## config.mk

```make
export PLATFORM = sky130hd
export DESIGN_NAME = mem_port_arbiter_flat
export DESIGN_NICKNAME = d
export VERILOG_FILES = /design/src/rtl/mem_port_arbiter_pkg.sv /design/src/rtl/mem_port_arbiter_if.sv /design/src/rtl/mem_port_arbiter.sv /design/src/flat_wrapper.sv
export SDC_FILE = /design/constraint.sdc
export NUM_CORES = 1
export LEC_CHECK = 0
export ABC_AREA = 1
export CORE_UTILIZATION = 42
export DETAILED_ROUTE_END_ITERATION = 8
export GPL_TIMING_DRIVEN = 0
export PLACE_DENSITY = 0.83
export RECOVER_POWER = 100
export SYNTH_ARGS = -nofsm -noshare
export SYNTH_HDL_FRONTEND = slang
export SYNTH_SLANG_ARGS = --single-unit
```

## constraint.sdc

```tcl
create_clock -name Clock -period 2.2 [get_ports Clock]
set_clock_uncertainty 0.05 [all_clocks]
set_input_delay 0.55 -clock Clock [delete_from_list [all_inputs] [get_ports Clock]]
set_output_delay 0.55 -clock Clock [all_outputs]
set_load 0.05 [all_outputs]
```

## src/rtl/mem_port_arbiter_pkg.sv

```systemverilog
// Shared types for the instruction/data memory port arbiter.
package mem_arb_pkg;

    typedef enum logic [1:0] {
        ARB_IDLE,
        ARB_ISSUE,
        ARB_WAIT_RD,
        ARB_DONE
    } arb_state_t;

    typedef enum logic {
        OWN_DATA,
        OWN_INSTR
    } arb_owner_t;

    localparam int unsigned STARVE_W = 4;

endpackage

```

## src/rtl/mem_port_arbiter_if.sv

```systemverilog
// Avalon-style single-port memory bus between the arbiter (master) and memory (slave).
interface mem_port_arbiter_if #(
    parameter int unsigned WORD_SIZE = 16
) ();

    logic [WORD_SIZE-1:0] MemAddr;
    logic [WORD_SIZE-1:0] MemWriteData;
    logic                 MemRead;
    logic                 MemWrite;
    logic [WORD_SIZE-1:0] MemReadData;
    logic                 MemWaitreq;
    logic                 MemReadValid;

    modport master (
        output MemAddr, MemWriteData, MemRead, MemWrite,
        input  MemReadData, MemWaitreq, MemReadValid
    );

    modport slave (
        input  MemAddr, MemWriteData, MemRead, MemWrite,
        output MemReadData, MemWaitreq, MemReadValid
    );

endinterface

```

## src/rtl/mem_port_arbiter.sv

```systemverilog
// Shares one single-ported memory between the fetch and load/store ports;
// data has priority, with a starvation guard that forces fetch through.
module mem_port_arbiter
    import mem_arb_pkg::*;
#(
    parameter int unsigned WORD_SIZE    = 16,
    parameter int unsigned STARVE_LIMIT = 4
) (
    input  logic                 Clock,
    input  logic                 Reset,
    input  logic [WORD_SIZE-1:0] DataAddr,
    input  logic [WORD_SIZE-1:0] DataOut,
    input  logic                 ReadData,
    input  logic                 WriteData,
    output logic [WORD_SIZE-1:0] DataIn,
    output logic                 DataWaitreq,
    input  logic [WORD_SIZE-1:0] InstrAddr,
    input  logic                 InstrRead,
    output logic [WORD_SIZE-1:0] InstrIn,
    output logic                 InstrWaitreq,
    mem_port_arbiter_if.master   mem
);

    localparam logic [STARVE_W-1:0] STARVE_LIM = STARVE_W'(STARVE_LIMIT);
    localparam logic [STARVE_W-1:0] STARVE_MAX = '1;

    arb_state_t           state_q, state_d;
    arb_owner_t           owner_q, owner_d;
    logic [STARVE_W-1:0]  starve_q, starve_d;
    logic [WORD_SIZE-1:0] addr_q;
    logic [WORD_SIZE-1:0] wdata_q;
    logic                 write_q;
    logic                 data_req;
    logic                 instr_wins;
    logic                 grant;
    logic                 capture;

    assign data_req   = ReadData | WriteData;
    // Fetch wins when data is idle, or when data has won STARVE_LIMIT contests in a row.
    assign instr_wins = InstrRead && (!data_req || (starve_q == STARVE_LIM));

    always_ff @(posedge Clock) begin
        if (Reset) begin
            state_q  <= ARB_IDLE;
            owner_q  <= OWN_DATA;
            starve_q <= '0;
        end else begin
            state_q  <= state_d;
            owner_q  <= owner_d;
            starve_q <= starve_d;
        end
    end

    always_comb begin
        state_d      = state_q;
        owner_d      = owner_q;
        starve_d     = starve_q;
        grant        = 1'b0;
        capture      = 1'b0;
        mem.MemRead  = 1'b0;
        mem.MemWrite = 1'b0;
        case (state_q)
            ARB_IDLE: begin
                if (data_req || InstrRead) begin
                    grant   = 1'b1;
                    state_d = ARB_ISSUE;
                    if (instr_wins) begin
                        owner_d  = OWN_INSTR;
                        starve_d = '0;
                    end else begin
                        owner_d = OWN_DATA;
                        if (!InstrRead)
                            starve_d = '0;
                        else if (starve_q != STARVE_MAX)
                            starve_d = starve_q + 1'b1;
                    end
                end
            end
            ARB_ISSUE: begin
                mem.MemRead  = !write_q;
                mem.MemWrite = write_q;
                if (!mem.MemWaitreq)
                    state_d = write_q ? ARB_DONE : ARB_WAIT_RD;
            end
            ARB_WAIT_RD: begin
                if (mem.MemReadValid) begin
                    capture = 1'b1;
                    state_d = ARB_DONE;
                end
            end
            ARB_DONE: state_d = ARB_IDLE;
            default:  state_d = ARB_IDLE;
        endcase
    end

    // Command is latched at grant so requester changes mid-transaction have no effect.
    always_ff @(posedge Clock) begin
        if (Reset) begin
            addr_q  <= '0;
            wdata_q <= '0;
            write_q <= 1'b0;
            DataIn  <= '0;
            InstrIn <= '0;
        end else begin
            if (grant) begin
                addr_q  <= instr_wins ? InstrAddr : DataAddr;
                write_q <= !instr_wins && WriteData;
                if (!instr_wins && WriteData)
                    wdata_q <= DataOut;
            end
            if (capture) begin
                if (owner_q == OWN_INSTR)
                    InstrIn <= mem.MemReadData;
                else
                    DataIn <= mem.MemReadData;
            end
        end
    end

    assign mem.MemAddr      = addr_q;
    assign mem.MemWriteData = wdata_q;

    assign DataWaitreq  = data_req  && !((state_q == ARB_DONE) && (owner_q == OWN_DATA));
    assign InstrWaitreq = InstrRead && !((state_q == ARB_DONE) && (owner_q == OWN_INSTR));

endmodule
```

## src/flat_wrapper.sv

```systemverilog
// flat-port wrapper written by rule: the top's interface ports become plain ports
module mem_port_arbiter_flat import mem_arb_pkg::*;
#(
    parameter int unsigned WORD_SIZE    = 16,
    parameter int unsigned STARVE_LIMIT = 4
)
  (Clock, Reset, DataAddr, DataOut, ReadData, WriteData, DataIn, DataWaitreq, InstrAddr, InstrRead, InstrIn, InstrWaitreq, mem_MemAddr, mem_MemWriteData, mem_MemRead, mem_MemWrite, mem_MemReadData, mem_MemWaitreq, mem_MemReadValid);
  mem_port_arbiter_if #(.WORD_SIZE(WORD_SIZE)) mem_i ();
  input  logic Clock;
  input  logic Reset;
  input  logic [WORD_SIZE-1:0] DataAddr;
  input  logic [WORD_SIZE-1:0] DataOut;
  input  logic ReadData;
  input  logic WriteData;
  output logic [WORD_SIZE-1:0] DataIn;
  output logic DataWaitreq;
  input  logic [WORD_SIZE-1:0] InstrAddr;
  input  logic InstrRead;
  output logic [WORD_SIZE-1:0] InstrIn;
  output logic InstrWaitreq;
  output wire logic [$bits(mem_i.MemAddr)-1:0] mem_MemAddr;
  output wire logic [$bits(mem_i.MemWriteData)-1:0] mem_MemWriteData;
  output wire logic [$bits(mem_i.MemRead)-1:0] mem_MemRead;
  output wire logic [$bits(mem_i.MemWrite)-1:0] mem_MemWrite;
  input wire logic [$bits(mem_i.MemReadData)-1:0] mem_MemReadData;
  input wire logic [$bits(mem_i.MemWaitreq)-1:0] mem_MemWaitreq;
  input wire logic [$bits(mem_i.MemReadValid)-1:0] mem_MemReadValid;
  assign mem_MemAddr = mem_i.MemAddr;
  assign mem_MemWriteData = mem_i.MemWriteData;
  assign mem_MemRead = mem_i.MemRead;
  assign mem_MemWrite = mem_i.MemWrite;
  assign mem_i.MemReadData = mem_MemReadData;
  assign mem_i.MemWaitreq = mem_MemWaitreq;
  assign mem_i.MemReadValid = mem_MemReadValid;
  mem_port_arbiter #(.WORD_SIZE(WORD_SIZE), .STARVE_LIMIT(STARVE_LIMIT)) u_core (.Clock(Clock), .Reset(Reset), .DataAddr(DataAddr), .DataOut(DataOut), .ReadData(ReadData), .WriteData(WriteData), .DataIn(DataIn), .DataWaitreq(DataWaitreq), .InstrAddr(InstrAddr), .InstrRead(InstrRead), .InstrIn(InstrIn), .InstrWaitreq(InstrWaitreq), .mem(mem_i));
endmodule
```

==> out/metrics.yaml <==
final_common_cell: "clkdlybuf4s50_1"
top_usage_layer: "met2"
synthToLayoutAreaGrowth_pct: 50.47
power_frac_comb_pct: 48.2
grt_overflow: 0
rsz0062_at_grt: "no"
grt_max_degree: 14
wire_per_inst_um: 12.44
synth_top_area_share_pct: 45.32
cts_sinks: 72
io_buffer_count: 138
synth_flop_cell: "dfxtp_1"
nets: 659
num_vias: 3193
slowest_stage: "clkdlybuf4s50_1"
n_antenna_cell: 0
die_w_um: 89.02
path_cells: "clkdlybuf4s50_1"
critical_path_buf_inv_count: 1
tightest_slew_ns: 0.5425
max_stage_delay_ns: 0.82
gp_congestion: 0.8088
num_rows: 31
syn-num-nets: 510
crit_required_ns: 1.60
initial_utilization_pct: 43.62
slew_headroom_pct: 63.72
htreeDepth: 3
syn_inst: 432
swShare_pct: 44.41
place_hpwl_um: 6517
ant_nets: 0
firstDrtPassIters: 4
synth_warnings: 0
synth.area.top_cells: "dfxtp_1 (45%), nor2_1 (13%), o21ai_0 (7.9%), nand2_1 (6.7%), inv_1 (5.7%)"
hold_depth: 2
clkLatencyLatePin_ns: 0.35
cts_buffer_depth: 2
netlist_area_um2: 3181
cts-root-buf: "clkbuf_8"
drt-vias-per-instance: 4.661
ir_drop_mv: 0.4471
finalWirelength_um: 8521
switchingPower_mw: 2.441
drtIter0Drc: 100
timing.final.ws_setup_ns: 0.08194
worst-path-stages: 1
crit_fanout: 2
power_leakage_nw: 2.058
startpoint_type: "flip-flop"
grt_pass1_vias: 2974
r2r_slack_ns: 0.26
path_delay_family: "buffers and inverters"
cts_buffers: 9
hold_path.class: "reg2reg"
final_cell_mix: "clkdlybuf4s50_1 (131), nor2_1 (107), dfxtp_1 (72), nand2_1 (58), o21ai_0 (50)"
synth_top_area_cell: "dfxtp_1"
cts_setup_buffers: 0
clkTransAtPathRegs_ns: 0.08
io_pins: 139
grtUsageMet1_pct: 25.03
cp_data_arrival_time_ns: 1.52
synth-seq-cells: 72
critPathCaptureType: "output port"
post-route-period-util_pct: 96.28
fp.dieH_um: 89.02
grt_usage_pct: 21.51
p_clk_share_pct: 19.6
synth_edf_count: 0
setup_viol: 0
status: "finished clean"
post-place-ws_ns: -0.6171
reg2reg_depth: 8
antenna_found_initial: 0
tns_ns: 0
final-hold-violation-count: 0
drive_above_1_share_pct: 7.679
drc: 0
critPathKind: "reg2out"
cts_tree: "built"
max_freq_mhz: 472.1
pwr-share-seq_pct: 32.2
syn_area_per_cell_um2: 7.362
timing.max_cap.violations: 0
synthArstFlopShare_pct: 0
fin_crit_ns: 2.118
grt_use_met2_pct: 37.90
internal_power_mw: 3.056
die_area_um2: 7925
ys_seq_area_share_pct: 45.32
grt_pass1_wl_um: 13050
use_met3_pct: 6.094
core_um2: 7292
p_per_area_nw_per_um2: 1149
slew_viol_final: 0
ys_types: 28
ctsHoldBuffers: 0
==> Yosys cell counts (2+ instances only) <==
master    number
a21oi_1       23
dfxtp_1       72
nand2_4        2
inv_2          3
buf_6          4
nand2_1       57
nand2_2       10
nor2_1       106
clkbuf_1      11
buf_2          2
inv_1         48
ha_1           7
o21ai_0       50
nand3_2        9
a21oi_2        2
nand3_1       14
==> layer usage <==
layer	vias to the layer above	share of wire, %
met2	91	50
met3	10	6.5
li1	1647	-
met4	0	1.6
met1	1445	42
met5	-	0
==> sequential cells by signal, indices dropped and copies added, names as in the netlist <==
register,count
u_core.DataIn,16
u_core.state_q,2
u_core.mem.MemWriteData,16
u_core.owner_q,1
u_core.mem.MemAddr,16
u_core.write_q,1
u_core.InstrIn,16
u_core.starve_q,4
==> final timing paths <==
kind / from / endpoint
worst min-delay path: u_core.InstrIn[2] / u_core.InstrIn[2]
worst min register to register: u_core.InstrIn[2] / u_core.InstrIn[2]
worst max register to register: u_core.state_q[0] / u_core.DataIn[9]
worst max-delay path: u_core.DataIn[15] / DataIn[15]
==> through the flow <==
stage          power, mW  utilization [%]  cell area [µm²]  cells  hold WS, ns
2_1_floorplan      3.657                -             3181    432       0.4072
3_5_place_dp       4.557            64.26             4686    669       0.3849
4_1_cts            5.627            66.97             4883    685       0.3973
3_3_place_gp       4.482            64.26             4686    669       0.3806
6_report           5.497            65.63             4786    685       0.3943
5_1_grt            5.824            65.63             4786    685       0.4224
==> layout make-up <==
class	instances	area [µm²]
clock buffer	10	137.6
sequential	72	1441
tap	99	123.9
timing repair buffer	138	1369
inverter	52	202.7
fill	669	2506
buffer	21	118.9
multi-input combinational	287	1326
clock inverter	6	66.31
==> power by group through the flow <==
stage          clock [mW]  combinational (mW)  sequential, mW
2_1_floorplan           0               0.992            2.67
6_report             1.08                2.65            1.77
5_1_grt              1.16                2.86            1.81
3_5_place_dp            0                2.76            1.80
3_3_place_gp            0                2.69            1.79
4_1_cts              1.10                2.76            1.77
==> worst min-delay path, cell delays in order (launching register included) <==
cell	delay, ns
dfxtp_1	0.31
inv_1	0.04
a21oi_1	0.05
==> timing repair <==
| item | 4_1_cts | 5_1_grt |
|---|---|---|
| resized for setup | 18 | 4 |
| setup endpoints to repair | 4 | 2 |
| hold endpoints to repair | 0 | 0 |
==> cell families (layout without fill, tap and decap cells) <==
kind of cell,Yosys count,after routing,synth area share (%)
fa+ha+maj,7,7,2.754
xor+xnor,1,1,0.2754
compound gates,77,77,12.47
simple gates,202,202,28.29
flops,72,72,45.32
buf+inv,73,227,10.90
Note: power is estimated with default switching activity, not from simulation.
